File: config.mk
export PLATFORM = sky130hd
export DESIGN_NAME = alu_ctrl_decode_stage
export DESIGN_NICKNAME = d
export VERILOG_FILES = /design/src/rtl/alu_ctrl_decode_stage.sv
export SDC_FILE = /design/constraint.sdc
export NUM_CORES = 1
export LEC_CHECK = 0
export BUFFER_PORTS_ARGS = -buffer_cell sky130_fd_sc_hd__buf_4
export CAP_MARGIN = 10
export CORE_MARGIN = 5
export CORE_UTILIZATION = 25
export CTS_CLUSTER_SIZE = 40
export DETAILED_ROUTE_END_ITERATION = 10
export HOLD_SLACK_MARGIN = 0.02
export PLACE_DENSITY = 0.41
export SLEW_MARGIN = 20
export SYNTH_ARGS = -nofsm -noshare
export SYNTH_HDL_FRONTEND = slang
export SYNTH_SLANG_ARGS = --single-unit
File: constraint.sdc
create_clock -name clk -period 5.5 [get_ports clk]
set_clock_uncertainty 0.15 [all_clocks]
set_input_delay 1.375 -clock clk [delete_from_list [all_inputs] [get_ports clk]]
set_output_delay 1.375 -clock clk [all_outputs]
set_load 0.03 [all_outputs]
File: src/rtl/alu_ctrl_decode_stage.sv
// alu_ctrl_decode_stage
//   RV32I decode stage between the IFU and the EXU. Each instruction is decoded
//   into the 4-bit ALU operation select, the operand-source selects and the
//   sign-extended immediate. The result is held in a registered output slot (M)
//   backed by a one-entry skid slot (S). This keeps full throughput while
//   in_ready comes straight from a flop.
//
// Handshake: a beat moves on a port when valid and ready are both high at a
//   rising clk edge. A producer holding valid keeps its payload stable until the
//   beat moves. out_* stay stable while out_valid & !out_ready. flush and rst_n
//   take priority over both handshakes, and an input offered in that cycle is
//   dropped.
//
// Ports:
//   clk, rst_n         rising-edge clock, synchronous active-low reset
//   flush              kills every held entry (redirect)
//   in_valid/in_ready  upstream handshake; in_ready is registered
//   in_instr, in_pc    instruction word and its PC
//   out_valid/out_ready downstream handshake
//   out_alu_ctr        ALU op select
//   out_src_a          0 = rs1, 1 = PC
//   out_src_b          0 = rs2, 1 = imm, 2 = constant 4
//   out_imm            sign-extended immediate (0 for R-type and illegal)
//   out_pc             PC passed through
//   out_illegal        unsupported opcode/funct encoding
module alu_ctrl_decode_stage #(
  parameter int WIDTH = 32
) (
  input  logic             clk,
  input  logic             rst_n,
  input  logic             flush,
  input  logic             in_valid,
  output logic             in_ready,
  input  logic [31:0]      in_instr,
  input  logic [WIDTH-1:0] in_pc,
  output logic             out_valid,
  input  logic             out_ready,
  output logic [3:0]       out_alu_ctr,
  output logic             out_src_a,
  output logic [1:0]       out_src_b,
  output logic [WIDTH-1:0] out_imm,
  output logic [WIDTH-1:0] out_pc,
  output logic             out_illegal
);

  localparam logic [3:0] ALU_ADD  = 4'b0000;
  localparam logic [3:0] ALU_SUB  = 4'b1000;
  localparam logic [3:0] ALU_SLL  = 4'b0001;
  localparam logic [3:0] ALU_SRL  = 4'b0101;
  localparam logic [3:0] ALU_SRA  = 4'b1101;
  localparam logic [3:0] ALU_SLT  = 4'b0010;
  localparam logic [3:0] ALU_SLTU = 4'b0011;
  localparam logic [3:0] ALU_XOR  = 4'b0100;
  localparam logic [3:0] ALU_OR   = 4'b0110;
  localparam logic [3:0] ALU_AND  = 4'b0111;
  localparam logic [3:0] ALU_COPY = 4'b1011;

  localparam logic [6:0] OPC_OP     = 7'b0110011;
  localparam logic [6:0] OPC_OP_IMM = 7'b0010011;
  localparam logic [6:0] OPC_LUI    = 7'b0110111;
  localparam logic [6:0] OPC_AUIPC  = 7'b0010111;
  localparam logic [6:0] OPC_LOAD   = 7'b0000011;
  localparam logic [6:0] OPC_STORE  = 7'b0100011;
  localparam logic [6:0] OPC_BRANCH = 7'b1100011;
  localparam logic [6:0] OPC_JAL    = 7'b1101111;
  localparam logic [6:0] OPC_JALR   = 7'b1100111;

  localparam logic [1:0] SRC_B_RS2  = 2'd0;
  localparam logic [1:0] SRC_B_IMM  = 2'd1;
  localparam logic [1:0] SRC_B_FOUR = 2'd2;

  typedef struct packed {
    logic [3:0]       alu_ctr;
    logic             src_a;
    logic [1:0]       src_b;
    logic [WIDTH-1:0] imm;
    logic [WIDTH-1:0] pc;
    logic             illegal;
  } entry_t;

  // ---------------------------------------------------------------------------
  // Combinational decode of the incoming instruction
  // ---------------------------------------------------------------------------
  logic [6:0]  opcode;
  logic [2:0]  funct3;
  logic [6:0]  funct7;
  logic [31:0] imm_i, imm_s, imm_b, imm_u, imm_j, imm_shamt;

  assign opcode    = in_instr[6:0];
  assign funct3    = in_instr[14:12];
  assign funct7    = in_instr[31:25];
  assign imm_i     = {{20{in_instr[31]}}, in_instr[31:20]};
  assign imm_s     = {{20{in_instr[31]}}, in_instr[31:25], in_instr[11:7]};
  assign imm_b     = {{19{in_instr[31]}}, in_instr[31], in_instr[7], in_instr[30:25],
                      in_instr[11:8], 1'b0};
  assign imm_u     = {in_instr[31:12], 12'b0};
  assign imm_j     = {{11{in_instr[31]}}, in_instr[31], in_instr[19:12], in_instr[20],
                      in_instr[30:21], 1'b0};
  // Shift-immediates carry only the shamt; funct7 is an opcode extension.
  assign imm_shamt = {27'b0, in_instr[24:20]};

  logic [3:0]  dec_alu;
  logic        dec_src_a;
  logic [1:0]  dec_src_b;
  logic [31:0] dec_imm;
  logic        dec_bad;
  entry_t      dec;

  always_comb begin
    dec_alu   = ALU_ADD;
    dec_src_a = 1'b0;
    dec_src_b = SRC_B_RS2;
    dec_imm   = 32'b0;
    dec_bad   = 1'b0;
    // The opcode match also covers instr[1:0] == 2'b11.
    unique case (opcode)
      OPC_OP: begin
        if (funct7 == 7'h00) begin
          unique case (funct3)
            3'b000:  dec_alu = ALU_ADD;
            3'b001:  dec_alu = ALU_SLL;
            3'b010:  dec_alu = ALU_SLT;
            3'b011:  dec_alu = ALU_SLTU;
            3'b100:  dec_alu = ALU_XOR;
            3'b101:  dec_alu = ALU_SRL;
            3'b110:  dec_alu = ALU_OR;
            default: dec_alu = ALU_AND;
          endcase
        end else if (funct7 == 7'h20 && funct3 == 3'b000) begin
          dec_alu = ALU_SUB;
        end else if (funct7 == 7'h20 && funct3 == 3'b101) begin
          dec_alu = ALU_SRA;
        end else begin
          dec_bad = 1'b1;
        end
      end
      OPC_OP_IMM: begin
        dec_src_b = SRC_B_IMM;
        dec_imm   = imm_i;
        unique case (funct3)
          3'b000:  dec_alu = ALU_ADD;
          3'b010:  dec_alu = ALU_SLT;
          3'b011:  dec_alu = ALU_SLTU;
          3'b100:  dec_alu = ALU_XOR;
          3'b110:  dec_alu = ALU_OR;
          3'b111:  dec_alu = ALU_AND;
          3'b001: begin
            dec_alu = ALU_SLL;
            dec_imm = imm_shamt;
            dec_bad = (funct7 != 7'h00);
          end
          default: begin
            dec_alu = (funct7 == 7'h20) ? ALU_SRA : ALU_SRL;
            dec_imm = imm_shamt;
            dec_bad = (funct7 != 7'h00) && (funct7 != 7'h20);
          end
        endcase
      end
      OPC_LUI: begin
        dec_alu   = ALU_COPY;
        dec_src_b = SRC_B_IMM;
        dec_imm   = imm_u;
      end
      OPC_AUIPC: begin
        dec_src_a = 1'b1;
        dec_src_b = SRC_B_IMM;
        dec_imm   = imm_u;
      end
      OPC_LOAD: begin
        dec_src_b = SRC_B_IMM;
        dec_imm   = imm_i;
      end
      OPC_STORE: begin
        dec_src_b = SRC_B_IMM;
        dec_imm   = imm_s;
      end
      OPC_BRANCH: begin
        // Compare rs1 against rs2; the B immediate feeds the target adder.
        dec_imm = imm_b;
        unique case (funct3[2:1])
          2'b00:   dec_alu = ALU_SUB;
          2'b10:   dec_alu = ALU_SLT;
          2'b11:   dec_alu = ALU_SLTU;
          default: dec_bad = 1'b1;
        endcase
      end
      OPC_JAL: begin
        // The ALU computes the link value PC+4.
        dec_src_a = 1'b1;
        dec_src_b = SRC_B_FOUR;
        dec_imm   = imm_j;
      end
      OPC_JALR: begin
        dec_src_a = 1'b1;
        dec_src_b = SRC_B_FOUR;
        dec_imm   = imm_i;
        dec_bad   = (funct3 != 3'b000);
      end
      default: dec_bad = 1'b1;
    endcase
    // Illegal entries carry a clean all-zero control payload.
    if (dec_bad) begin
      dec_alu   = ALU_ADD;
      dec_src_a = 1'b0;
      dec_src_b = SRC_B_RS2;
      dec_imm   = 32'b0;
    end
  end

  assign dec = '{alu_ctr: dec_alu, src_a: dec_src_a, src_b: dec_src_b,
                 imm: dec_imm, pc: in_pc, illegal: dec_bad};

  // ---------------------------------------------------------------------------
  // Main slot M and skid slot S
  // ---------------------------------------------------------------------------
  entry_t m_q, s_q;
  logic   m_valid, s_valid, ready_q;
  logic   in_xfer, m_free, s_next;

  assign in_xfer = in_valid & ready_q & ~flush;
  assign m_free  = ~m_valid | out_ready;

  // S stays occupied when M drains into the next entry while a new one arrives,
  // and fills when M is stalled and an input is accepted.
  always_comb begin
    s_next = s_valid;
    if (s_valid) s_next = ~m_free | in_xfer;
    else         s_next = ~m_free & in_xfer;
  end

  always_ff @(posedge clk) begin
    if (!rst_n) begin
      m_valid <= 1'b0;
      s_valid <= 1'b0;
      ready_q <= 1'b1;
      m_q     <= '0;
      s_q     <= '0;
    end else if (flush) begin
      m_valid <= 1'b0;
      s_valid <= 1'b0;
      ready_q <= 1'b1;
    end else begin
      if (m_free) begin
        if (s_valid) begin
          m_q     <= s_q;
          m_valid <= 1'b1;
          if (in_xfer) s_q <= dec;
        end else if (in_xfer) begin
          m_q     <= dec;
          m_valid <= 1'b1;
        end else begin
          m_valid <= 1'b0;
        end
      end else if (in_xfer) begin
        s_q <= dec;
      end
      s_valid <= s_next;
      ready_q <= ~s_next;
    end
  end

  assign in_ready    = ready_q;
  assign out_valid   = m_valid;
  assign out_alu_ctr = m_q.alu_ctr;
  assign out_src_a   = m_q.src_a;
  assign out_src_b   = m_q.src_b;
  assign out_imm     = m_q.imm;
  assign out_pc      = m_q.pc;
  assign out_illegal = m_q.illegal;

endmodule
## Word-level counts from Yosys, hierarchy flattened

Cells that the tools add are included.

- Flip-flop bits (word level): 147
- Bits of input ports: 69
- Output and inout bits: 74
- Logic and storage cells: 96

- Equality and inequality tests: 21
- Mux-type cells: 30
- Bitwise gates (word level): 10
- Reductions and logical operators: 20

Operators by type and width:

| cell | number |
|---|---|
| 2-to-1 mux 72 bit | 5 |
| case mux 32 bit (6 select lines) | 1 |
| 2-to-1 mux 32 bit | 2 |
| == test 7 x 6 -> 1 bit (second input constant) | 4 |
| case mux 4 bit (7 select lines) | 1 |
| == test 7 bit (second input constant) | 3 |
| case mux 3 bit (7 select lines) | 1 |
| 2-to-1 mux 4 bit | 5 |
| case mux 4 bit (4 select lines) | 1 |
| == test 7 x 5 -> 1 bit (second input constant) | 2 |
| == test 3 bit (second input constant) | 4 |
| case mux 4 bit (3 select lines) | 1 |
| OR reduction 5 bit | 2 |
| 2-to-1 mux 1 bit | 9 |
| OR reduction 2 bit | 4 |
| == test 7 x 2 -> 1 bit (second input constant) | 1 |
| logical NOT 7 bit | 1 |
| != test 7 x 6 -> 1 bit (second input constant) | 1 |
| nonzero test 7 bit | 1 |
| == test 3 x 2 -> 1 bit (second input constant) | 2 |
| OR reduction 3 bit | 2 |
| OR reduction 6 bit | 1 |
| NOT 1 bit | 5 |
| case mux 1 bit (5 select lines) | 1 |
| 15 further kinds | 21 |

## Depth between registers and ports, before layout

- Word-level depth: 10
- Mapped depth: 8
- Gate-level depth less buffers: 5

## Worst setup path before layout

No wires, ideal clock.

- Path kind: input port to flip-flop
- From: input in_instr[28]
- To: register m_q (netlist bit out_imm[0])
- Setup time: 70 ps
- Arrival: 3,002 ps
- Data required time: 5,280 ps
- Path slack: 2,278 ps
- Stages on the path: 5
- Buffers on the path: 0
- Cell sequence: or4_4 > a211o_1 > a22o_4 > or4_1 > a21oi_1

- Longest elaborated chain between the ends: 9
- Elaborated cells on any way between the ends: 15
- Those cells by class: eq/ne: 2; mux: 8; reduce/logical: 5

Ends and longest elaborated chain:

| what | line | source |
|---|---|---|
| start: declaration | 34 | `input logic [31:0] in_instr,` |
| == test 7 x 6 -> 1 bit | 129, 131 |  |
| logical AND 1 bit | 131 | `end else if (funct7 == 7'h20 && funct3 == 3'b101) begin` |
| 2-to-1 mux 1 bit | 131 |  |
| 2-to-1 mux 1 bit | 129 | `end else if (funct7 == 7'h20 && funct3 == 3'b000) begin` |
| 2-to-1 mux 1 bit | 118 | `if (funct7 == 7'h00) begin` |
| case mux 1 bit (5 select lines) (*) | 116 | `unique case (opcode)` |
| 2-to-1 mux 32 bit (*) | 202 | `if (dec_bad) begin` |
| 2-to-1 mux 72 bit (*) | 248 | `end else if (in_xfer) begin` |
| 2-to-1 mux 72 bit (*) | 244 | `if (s_valid) begin` |
| end signal: assignment | 245 | `m_q <= s_q;` |
| end: declaration | 216 | `entry_t m_q, s_q;` |

Mark *: on every way between the ends. The rest lies on a longest branch, timed or not. The select of a mux whose other input is x is not followed.
A chain may end at the register's enable or synchronous reset.

## Final worst setup path

- From: input in_instr[28]
- To: register s_q[35] (netlist bit)

- Longest elaborated chain between the ends: 10
- Elaborated cells on any way between the ends: 16
- Those cells by class: eq/ne: 2; mux: 9; reduce/logical: 5

Ends and longest elaborated chain:

| what | line | source |
|---|---|---|
| == test 7 x 6 -> 1 bit | 129, 131 |  |
| logical AND 1 bit | 131 |  |
| 2-to-1 mux 1 bit | 131 |  |
| 2-to-1 mux 1 bit | 129 |  |
| 2-to-1 mux 1 bit | 118 |  |
| case mux 1 bit (5 select lines) (*) | 116 |  |
| 2-to-1 mux 32 bit (*) | 202 |  |
| 2-to-1 mux 72 bit (*) | 247, 254 |  |
| 2-to-1 mux 72 bit | 244 |  |
| 2-to-1 mux 72 bit (*) | 243 | `if (m_free) begin` |
| end signal: assignment | 237 | `s_q <= '0;` |
| end signal: assignment | 247 | `if (in_xfer) s_q <= dec;` |
| end signal: assignment | 255 | `s_q <= dec;` |
| end: declaration | 216 |  |

Marks and branches as above.

==> flow_metrics.env <==
export IMPL_crit_chain="buf_4 > or4_4 > a211o_1 > a22oi_2 > nand3_1 > o21ai_0"
export IMPL_layout_min_cycle_time_ns=3.731
export IMPL_grt_use_total_pct=14.89
export IMPL_cp_required_ns=5.68
export IMPL_ys_seq_area_share_pct=45.01
export IMPL_synth_area_top_cells="dfxtp_1 (45%), nand2_1 (7.4%), a21oi_1 (6.4%), mux2i_1 (4.9%), a211oi_1 (3.9%)"
export IMPL_first_pass_iters=4
export IMPL_status="finished clean"
export IMPL_syn_inst=790
export IMPL_cp_data_arrival_time_ns=3.91
export IMPL_cts_resized_gates=0
export IMPL_rsz0062_at_grt="no"
export IMPL_cts_setup_buffers=0
export IMPL_clkSlewWorstSetupHoldPaths_ns=0.07
export IMPL_slew_headroom_pct=30.48
export IMPL_ant_nets=0
export IMPL_holdCritStartpoint="s_q[46]$_SDFFE_PN0P_"
export IMPL_cts_tree="yes"
export IMPL_cpPeakStageDelay_ns=0.65
export IMPL_die_area_sq_mm=0.02949
export IMPL_core_area_sq_mm=0.02591
export IMPL_cp_start_kind="input pin"
export IMPL_r2r_start="s_valid$_SDFF_PP0_"
export IMPL_cts_hold_buf=0
export IMPL_hold_viol=0
export IMPL_grt_pass1_vias=5876
export IMPL_fin_ws_ns=1.769
export IMPL_row_count=59
export IMPL_io_pins=143
export IMPL_final_nets=961
export IMPL_synth_distinct_cells=59
export IMPL_ys_async_sr_fraction_pct=0
export IMPL_placed_cell_area_sq_mm=0.007873
export IMPL_ys_seq_elements=147
export IMPL_grt_antenna_before_repair=0
export IMPL_finalSetupViolCount=0
export IMPL_netlist_area_sq_mm=0.006539
export IMPL_initial_utilization_pct=25.24
export IMPL_synth_common_cells="dfxtp_1 (147), nand2_1 (129), a21oi_1 (84), nor2_1 (57), clkbuf_1 (56)"
export IMPL_grt_max_degree=103
export IMPL_synth_area_leader_cell="dfxtp_1"
export IMPL_path_class="in2reg"
export IMPL_hp_class="reg2reg"
export IMPL_cap_violations=0
export IMPL_cp_end_kind="register"
export IMPL_fin_crit_sh_pct=67.83
export IMPL_drive_gt1_share_pct=22.32
export IMPL_fmax_mhz=268.0
export IMPL_place_ws_ns=1.313
export IMPL_drt_iter0_drc=349
export IMPL_route_vias_total=6100
export IMPL_grt_overflow=0
export IMPL_port_buffers=142
export IMPL_syn2layout_area_growth_pct=29.20
export IMPL_grt_pass1_wl_mm=34.42
export IMPL_numClockSinks=147
export IMPL_synth_most_common_cell="dfxtp_1"
export IMPL_synth_fp_nets=859
export IMPL_peakVddDrop_uv=179.5
export IMPL_hold_ws_ns=0.3026
export IMPL_nFillCells=2779
export IMPL_drv_slew=0
export IMPL_synth_ff_type="dfxtp_1"
export IMPL_fin_area_sq_mm=0.008448
export IMPL_setup_tns_ns=0
export IMPL_cp_slowest_cell="nand3_1"
export IMPL_dp_hpwl_mm=14.58
export IMPL_ys_warn_count=0
export IMPL_post_drt_wl_per_cell_microns=17.88
export IMPL_cp_max_fo=15
export IMPL_cp_startpoint="in_instr[28]"
export IMPL_cts_root_buf="clkbuf_16"
export IMPL_diodes=0
export IMPL_drc=0
export IMPL_die_x_microns=171.7
export IMPL_p_leak_nw=3.167
export IMPL_die_y_microns=171.7
export IMPL_synth_top_area_share_pct=45.01
export IMPL_cts_buffer_depth=2
export IMPL_drt_total_wl_mm=22.18
export IMPL_insertion_delay_ns=0.42
export IMPL_syn_area_per_cell_sq_um=8.277
export IMPL_synth_edf_count=0
export IMPL_cts_inserted_buffers=17
export IMPL_drt_vias_per_instance=4.919
export IMPL_power_density_mw_per_mm2=306.5
export IMPL_cts_htree_levels=4
export IMPL_routabilityCongestion=0.7752
export IMPL_max_slew_worst_pin_slew_ns=1.039
==> worst max-delay path, delay by kind of cell <==
family	cells	cell delay [ns]
AO/OA/AOI/OAI	3	1.18
AND/OR/NAND/NOR	2	1.23
buffers and inverters	1	0.12
==> where the power goes <==
part / switching, mW / internal (mW) / total, mW / leakage, nW
Clock: 0.520 / 0.640 / 1.16 / 0.270
Combinational: 0.199 / 0.116 / 0.315 / 1.70
Sequential: 0.0179 / 1.10 / 1.11 / 1.20
Total: 0.737 / 1.85 / 2.59 / 3.17
==> registers in the layout (all words and copies together), names as in the netlist <==
register     flops
in_ready         1
out_alu_ctr      4
out_illegal      1
out_imm         32
out_pc          32
out_src_a        1
out_src_b        2
out_valid        1
s_q             72
s_valid          1
==> through the flow <==
stage               utilization (%)  instances  power (mW)
floorplan                         -        790       1.316
global placement              30.38       1208       1.459
detailed placement            30.38       1208       1.458
CTS                           32.60       1240       2.630
global route                  32.60       1240       2.701
finish                        32.60       1240       2.589
==> final timing paths <==
check                         endpoint  slack [ns]  cells after the start
hold reg to reg   s_q[46]$_SDFFE_PN0P_        0.30                      2
setup reg to reg  s_q[43]$_SDFFE_PN0P_        2.72                      5
hold / removal    s_q[46]$_SDFFE_PN0P_        0.30                      2
setup / recovery  s_q[35]$_SDFFE_PN0P_        1.77                      6
==> per-layer routing <==
metal  GRT usage [%]  wire (microns)
met1           20.53           10580
met2           24.07           10470
met3           3.126             854
met4           3.272             265
met5               0               0
==> cell families (layout without fill, tap and decap cells) <==
family | count (synthesis) | in the layout | synth area share [%]
multiplexers | 32 | 32 | 4.899
flip-flops | 147 | 147 | 45.01
AO/OA/AOI/OAI | 271 | 271 | 26.94
XOR/XNOR | 1 | 1 | 0.1340
AND/OR/NAND/NOR | 261 | 261 | 18.47
buffers and inverters | 78 | 193 | 4.554
==> layout make-up <==
type                    instances  area [sq um]  share of cell area, %
clock buffers                  18         429.2                  5.080
repair buffers                151          1146                  13.57
multi-input cells             565          3323                  39.34
clock inverters                14         146.4                  1.733
flip-flops and latches        147          2947                  34.88
inverters                      10         37.54                 0.4443
well taps                     335         419.2                  4.961
==> cell usage in the layout, fill, tap and decap left out, types with 3 or more instances in the layout <==
master and count:
a32oi_1 3, a22oi_1 5, nor2b_1 6, o21ai_0 42, mux2i_1 32, dfxtp_1 146, o2111ai_1 9, o211ai_1 3
nand2_1 129, nand3_1 18, inv_1 9, nand4_1 5, a22o_1 23, and3_1 6, a21boi_0 17, or2_2 3
a211oi_1 33, a31o_2 5, o21ai_1 11, o31ai_1 5, or3_1 3, nor2_1 56, a31oi_1 12, nand3b_1 3
inv_6 4, a21oi_1 84, or4_1 6, clkinvlp_4 4, clkbuf_16 17, buf_4 150, nand2b_1 3, nor3_1 5
inv_8 3
(Power assumes the default switching activity.)
